### src/rtl/seg_tx_pkg.sv
// Shared types and constants for the segment-pattern serial transmitter.
package seg_tx_pkg;

    localparam int NBITS = 64;

    typedef enum logic [1:0] {
        IDLE  = 2'd0,
        SHIFT = 2'd1,
        LATCH = 2'd2,
        DONE  = 2'd3
    } state_e;

endpackage

### src/rtl/seg_tx_tick.sv
// Half-period tick generator: pulses once every DIV enabled cycles, restartable on clr.
module seg_tx_tick #(
    parameter int DIV = 2
) (
    input  logic clk,
    input  logic rst_n,
    input  logic en,
    input  logic clr,
    output logic tick
);

    localparam int CW = $clog2(DIV) + 1;

    logic [CW-1:0] div_cnt_q;
    logic [CW-1:0] div_cnt_d;
    logic          at_wrap;

    assign at_wrap = (div_cnt_q == CW'(DIV - 1));
    assign tick    = en && at_wrap;

    always_comb begin
        div_cnt_d = div_cnt_q;
        if (clr) begin
            div_cnt_d = '0;
        end else if (en) begin
            div_cnt_d = at_wrap ? '0 : div_cnt_q + 1'b1;
        end
    end

    always_ff @(posedge clk or negedge rst_n) begin
        if (!rst_n) begin
            div_cnt_q <= '0;
        end else begin
            div_cnt_q <= div_cnt_d;
        end
    end

endmodule

### src/rtl/seg_shift_tx.sv
// Shifts a captured 64-bit segment pattern MSB-first into a 74HC595-style chain,
// then pulses the parallel-load enable for one half period.
module seg_shift_tx #(
    parameter int DIV   = 2,
    parameter int NBITS = seg_tx_pkg::NBITS
) (
    input  logic             clk,
    input  logic             rst_n,
    input  logic             start,
    input  logic [NBITS-1:0] seg_txt,
    output logic             busy,
    output logic             done,
    output logic             s_clk,
    output logic             s_dat,
    output logic             s_pen,
    output logic             s_clrn
);

    import seg_tx_pkg::*;

    localparam int CNT_W = $clog2(NBITS) + 1;

    if (DIV < 1) begin : g_div_chk
        $error("seg_shift_tx: DIV must be at least 1");
    end
    if (NBITS != 64) begin : g_nbits_chk
        $error("seg_shift_tx: NBITS is fixed at 64");
    end

    state_e             state_q, state_d;
    logic [NBITS-1:0]   shreg_q, shreg_d;
    logic [CNT_W-1:0]   bit_cnt_q, bit_cnt_d;
    logic               s_clk_q, s_clk_d;
    logic               s_dat_q, s_dat_d;
    logic               s_pen_q, s_pen_d;
    logic               s_clrn_q, s_clrn_d;
    logic               busy_q, busy_d;
    logic               done_q, done_d;
    logic               accept;
    logic               tick;
    logic               tick_en;

    assign tick_en = (state_q == SHIFT) || (state_q == LATCH);

    seg_tx_tick #(.DIV(DIV)) u_tick (
        .clk   (clk),
        .rst_n (rst_n),
        .en    (tick_en),
        .clr   (accept),
        .tick  (tick)
    );

    always_comb begin
        state_d   = state_q;
        shreg_d   = shreg_q;
        bit_cnt_d = bit_cnt_q;
        s_clk_d   = s_clk_q;
        s_dat_d   = s_dat_q;
        s_pen_d   = s_pen_q;
        s_clrn_d  = 1'b1;
        busy_d    = busy_q;
        done_d    = 1'b0;
        accept    = 1'b0;

        case (state_q)
            IDLE: begin
                s_clk_d = 1'b0;
                s_pen_d = 1'b0;
                busy_d  = 1'b0;
                if (start) begin
                    accept    = 1'b1;
                    shreg_d   = seg_txt;
                    s_dat_d   = seg_txt[NBITS-1];
                    bit_cnt_d = '0;
                    busy_d    = 1'b1;
                    state_d   = SHIFT;
                end
            end
            SHIFT: begin
                if (tick) begin
                    if (!s_clk_q) begin
                        s_clk_d = 1'b1;
                    end else begin
                        // Data only moves on the falling edge, giving a full half period of setup and hold.
                        s_clk_d   = 1'b0;
                        shreg_d   = {shreg_q[NBITS-2:0], 1'b0};
                        s_dat_d   = shreg_q[NBITS-2];
                        bit_cnt_d = bit_cnt_q + 1'b1;
                        if (bit_cnt_q == CNT_W'(NBITS - 1)) begin
                            s_pen_d = 1'b1;
                            state_d = LATCH;
                        end
                    end
                end
            end
            LATCH: begin
                if (tick) begin
                    s_pen_d = 1'b0;
                    done_d  = 1'b1;
                    state_d = DONE;
                end
            end
            DONE: begin
                busy_d  = 1'b0;
                state_d = IDLE;
            end
            default: begin
                state_d = IDLE;
            end
        endcase
    end

    always_ff @(posedge clk or negedge rst_n) begin
        if (!rst_n) begin
            state_q   <= IDLE;
            shreg_q   <= '0;
            bit_cnt_q <= '0;
            s_clk_q   <= 1'b0;
            s_dat_q   <= 1'b0;
            s_pen_q   <= 1'b0;
            s_clrn_q  <= 1'b0;
            busy_q    <= 1'b0;
            done_q    <= 1'b0;
        end else begin
            state_q   <= state_d;
            shreg_q   <= shreg_d;
            bit_cnt_q <= bit_cnt_d;
            s_clk_q   <= s_clk_d;
            s_dat_q   <= s_dat_d;
            s_pen_q   <= s_pen_d;
            s_clrn_q  <= s_clrn_d;
            busy_q    <= busy_d;
            done_q    <= done_d;
        end
    end

    assign busy   = busy_q;
    assign done   = done_q;
    assign s_clk  = s_clk_q;
    assign s_dat  = s_dat_q;
    assign s_pen  = s_pen_q;
    assign s_clrn = s_clrn_q;

endmodule
### config.mk
export PLATFORM = sky130hd
export DESIGN_NAME = seg_shift_tx
export DESIGN_NICKNAME = d
export VERILOG_FILES = /design/src/rtl/seg_tx_pkg.sv /design/src/rtl/seg_tx_tick.sv /design/src/rtl/seg_shift_tx.sv
export SDC_FILE = /design/constraint.sdc
export NUM_CORES = 1
export LEC_CHECK = 0
export CORE_ASPECT_RATIO = 0.9
export CORE_MARGIN = 4
export CORE_UTILIZATION = 35
export CTS_BUF_LIST = sky130_fd_sc_hd__clkbuf_8
export CTS_CLUSTER_SIZE = 20
export DETAILED_ROUTE_END_ITERATION = 8
export DONT_BUFFER_PORTS = 1
export HOLD_SLACK_MARGIN = 0.15
export RECOVER_POWER = 50
export SLEW_MARGIN = 25
export SYNTH_ARGS = -nofsm -noshare
export SYNTH_HDL_FRONTEND = slang
export SYNTH_SLANG_ARGS = --single-unit
### constraint.sdc
create_clock -name clk -period 2.1 [get_ports clk]
set_clock_uncertainty 0.15 [all_clocks]
set_input_delay 0.42 -clock clk [delete_from_list [all_inputs] [get_ports clk]]
set_output_delay 0.42 -clock clk [all_outputs]
set_load 0.01 [all_outputs]
# == Word-level counts from Yosys, hierarchy flattened ==
# Cells that the tools add are included.
# op_classes
addsub,2
mul,0
div,0
n_lt_le_gt_ge,0
eq_ne,10
shifts,0
mux,34
bitwise,0
n_reduce_logical,11
# op_table
op,count
$mux 63,3
$pmux 63 s2,1
$mux 7,3
$mux 2,8
$pmux 7 s2,1
$mux 1,13
$reduce_and 5->1,2
$ne 2x2->1 const B,4
$pmux 2 s4,1
$add 7x1->7 const B,1
$eq 7x6->1 const B,1
$pmux 1 s2,3
$reduce_bool 2->1,3
$eq 2x1->1 const B,2
$eq 2x2->1 const B,2
$reduce_and 4->1,1
$pmux 1 s3,1
$reduce_bool 3->1,1
$add 2x1->2 const B,1
$logic_not 2->1,1
$ne 2x1->1 const B,1
$reduce_and 2->1,1
$logic_and 1x1->1,1
$logic_or 1x1->1,1
# totals
register_bits,80
latchBits,0
ram_bits,0
mem_bits_ro,0
in_bits,67
output_inout_bits,6
mem_count,0

# == Longest topological paths before layout ==
# logic_depth
word_depth,5
depth_mapped,8

# == By module ==
# A second synthesis with hierarchy kept.
# hier_totals
cells_unflattened,294
area_unflattened_um2,3430.8
# by_module_without_submodules
mod,instances,cells_each,area_per_inst_um2,seq_area_each_um2
seg_shift_tx,1,287,3352.0,1951.9
seg_tx_tick,1,7,78.8,50.0

# == Worst setup path before layout ==
# No wires, ideal clock.
# synth_path
kind,register to register
from,reg state_q[0]
to,reg state_q[1]
arrival_time_ps,1831
t_required_ps,1825
setup_slack_ps,-6
path_stages_with_launch,9
path_buffers,2
cell_sequence,dfrtp_1 > inv_1 > ha_1 > buf_2 > nand3b_1 > buf_2 > a21oi_1 > o21ai_0 > mux2_2
# synth_lines
element,line,source
start: declaration,seg_shift_tx.sv:30,"state_e state_q, state_d;"
start signal: assignment,seg_shift_tx.sv:125,state_q <= state_d;
$eq 2x2->1 (tied with other cells),seg_shift_tx.sv:65,case (state_q)
$pmux 2 s4 (*),seg_shift_tx.sv:65,
named net state_d[1],seg_shift_tx.sv:30,
# Mark *: on every way through the listed nets, which the timed path passes. The rest lies on a longest branch.
# A chain may end at the register's enable or synchronous reset.

# == Final worst setup path ==
# layout_path
from,reg state_q[1]
to,reg shreg_q[28]
# layout_between
elab_chain_len,5
# layout_lines
element,line,source
$eq 2x1->1 or $eq 2x2->1 (tied branches),"seg_shift_tx.sv:43, seg_shift_tx.sv:65",
$logic_or 1x1->1,seg_shift_tx.sv:43,assign tick_en = (state_q == SHIFT) || (state_q == LATCH);
$logic_and 1x1->1,seg_tx_tick.sv:19,assign tick = en && at_wrap;
$ne 2x2->1 (no line),-,
$reduce_and 4->1 (no line),-,
end signal: assignment,seg_shift_tx.sv:126,shreg_q <= shreg_d;
end: declaration,seg_shift_tx.sv:31,"logic [NBITS-1:0] shreg_q, shreg_d;"
# Several ways; a longest one is shown, not always the timed one.

==> reports/metrics.cfg <==
[run_status]
status = finished with violations
violations = hold timing

[clock_tree]
clk_latency_ns = 0.36
cts_buffer_depth = 2
htreeDepth = 3
clkSlewWorstSetupHoldPaths_ns = 0.09
cts.sink_count = 80
cts_root_buffer = clkbuf_8
cts_buffers = 9
cts_tree = built
ctsHoldBuffers = 63

[die]
core_mm2 = 0.0105
dieWidth_um = 118
rows = 35
io_pins = 73
die-height_um = 107
start_util_pct = 36.5
die-area_mm2 = 0.0126

[final_layout]
area_growth_pct = 33.8
layout.cells.non_filler = 574
final_layout_size_suffix_gt1_share_pct = 12.4
final_nets = 512
diodes = 0
fin_area_mm2 = 0.00511

[route]
drt-initial-drc-count = 164
via_count = 2910
vias_per_cell = 5.07
drtAntennaViolNets = 0
wl_um = 8990
dr.pass1.iters = 4
drc = 0
routedWlPerCell_um = 15.7

[worst_setup_path]
path_max_fanout = 20
crit_type = reg2reg
end_kind = flip-flop
crit_path_start_kind = flip-flop
arrival_ns = 2.16
required_ns = 2.23

[power]
power.leakage_uw = 0.00255
powerDensity_mw_per_mm2 = 577
ir_worst_vdd_v = 0.000571

[yosys]
synth_edf_count = 0
ys_seq_area_share_pct = 52.4
synth_nets = 438
ys_ff_latch = 80
synth_top_cell_by_area = dfrtp_1
synth_common_cells = 80 x dfrtp_1, 68 x a21oi_1, 66 x nor2_1
synth_area_mm2 = 0.00382
synth_top_cell_area_share_pct = 52.4
ys_types = 37
async_flop_share_pct = 100
syn_avg_cell_area_um2 = 10.4
syn_inst = 366
synth.most_common_cell = dfrtp_1
yosys_warnings = 0
yosys_most_used_dff = dfrtp_1
ys_top_cells_by_area = dfrtp_1 52%, mux2i_1 17%, a21oi_1 8.9%

[sta]
max_freq_mhz = 493
setup_ws_ns = 0.0696
rsz0062_at_grt = yes
period_share_pct = 96.7
setup_violations = 0
hold_viol = 80
whs_ns = -0.399
fin_crit_ns = 2.03
report.final.slew_viol_count = 0

[placed_design]
port-buffer-count = 0
place_area_mm2 = 0.00409
hpwlAfterDp_um = 5340
routabilityCongestion = 0.754
dpl.cell_count = 489
pre_cts_ws_ns = 0.0565

[min_path]
hold_class = in2async

[run]
cap_violations = 0

[grt]
grt_pass1_wl_um = 14300
grt_max_degree = 81
antenna_found_initial = 0
grt_overflow = 0
grtUsageTotal_pct = 14.0
grt_pass1_vias = 2982

-- area by class of cell --
type	instances	area, um2
Clock inverter	6	60.1
Inverter	4	15.0
Tap cell	129	161
Clock buffer	10	138
Fill cell	957	5360
Timing Repair Buffer	88	997
Multi-Input combinational cell	257	1730
Sequential cell	80	2000
-- critical path: stages (launching register included) --
cell and delay (ns):
dfrtp_1 0.38, inv_2 0.07, ha_4 0.28, nand4b_1 0.15, a211oi_4 0.37, buf_12 0.19
buf_16 0.15, nor2_1 0.05, a21oi_1 0.13
-- what timing repair did --
action                                  in CTS  in global routing
endpoints found under the hold margin      145                 80
resized for setup                            0                 16
setup buffers                                0                  3
endpoints found under the setup margin       0                 68
-- power breakdown --
| part | total, uW | internal, uW | leakage (uW) | switching (uW) |
|---|---|---|---|---|
| combinational | 182 | 123 | 0.00148 | 58.9 |
| clock | 1150 | 575 | 0.000103 | 570 |
| sequential | 1620 | 1590 | 0.000972 | 30.1 |
| total | 2950 | 2290 | 0.00255 | 659 |
-- stage by stage --
step                      TNS [ns]  power, uW  util, %  hold slack, ns
final                            0       2950     48.8          -0.399
after global routing        -0.175       3090     48.8          -0.438
after CTS                        0       3000     47.0          -0.425
after detailed placement         0       1730     39.1         -0.0230
after global placement           0       1730     39.1         -0.0227
after floorplan                  0       1710        -         -0.0256
-- registers in the layout, indices dropped and copies added, names as in the netlist --
signal and cells:
done 1, u_tick.div_cnt_q 2, s_clk 1, s_dat 1, s_clrn 1, state_q 2, busy 1, shreg_q 63
s_pen 1, bit_cnt_q 7
-- per-layer routing --
metal / wire [um] / track usage (%)
met1: 3980 / 17.0
met2: 4490 / 23.7
met3: 418 / 4.96
met4: 101 / 4.02
met5: 0 / 0
-- path summary, 6_finish.rpt --
| check | end | cells after the start | slack [ns] | start |
|---|---|---|---|---|
| hold / removal | shreg_q[24]$_DFFE_PN0P_ | 0 | -0.40 | rst_n |
| setup reg to reg | shreg_q[28]$_DFFE_PN0P_ | 8 | 0.07 | state_q[1]$_DFFE_PN0P_ |
| min in group clk | shreg_q[59]$_DFFE_PN0P_ | 2 | 0.16 | seg_txt[59] |
| hold reg to reg | shreg_q[47]$_DFFE_PN0P_ | 2 | 0.38 | shreg_q[47]$_DFFE_PN0P_ |
| max in group asynchronous | state_q[0]$_DFFE_PN0P_ | 0 | 2.08 | rst_n |
| setup / recovery | shreg_q[28]$_DFFE_PN0P_ | 8 | 0.07 | state_q[1]$_DFFE_PN0P_ |
-- logic make-up (layout without fill, tap and decap cells) --
kind of cell             count (synthesis)  count (layout)  share of synthesized area (%)
AND/OR/NAND/NOR                         94              94                           10.9
AO/OA/AOI/OAI                           89              89                           13.4
flip-flops                              80              80                           52.4
multiplexers                            66              66                           17.4
buffers and inverters                   29             108                           3.74
adder cells (fa/ha/maj)                  5               5                           1.64
XOR/XNOR                                 2               2                          0.459
other                                    1               1                         0.0982
-- cell usage in the layout, fill, tap and decap left out, drive strengths merged, types with 5 or more instances in the layout --
master / count
ha: 5
mux2i: 64
clkbuf: 14
dfrtp: 80
nand2: 6
nor2: 66
buf: 21
a22o: 8
a21oi: 68
inv: 5
dlygate4sd3: 63
(Power assumes the default switching activity.)
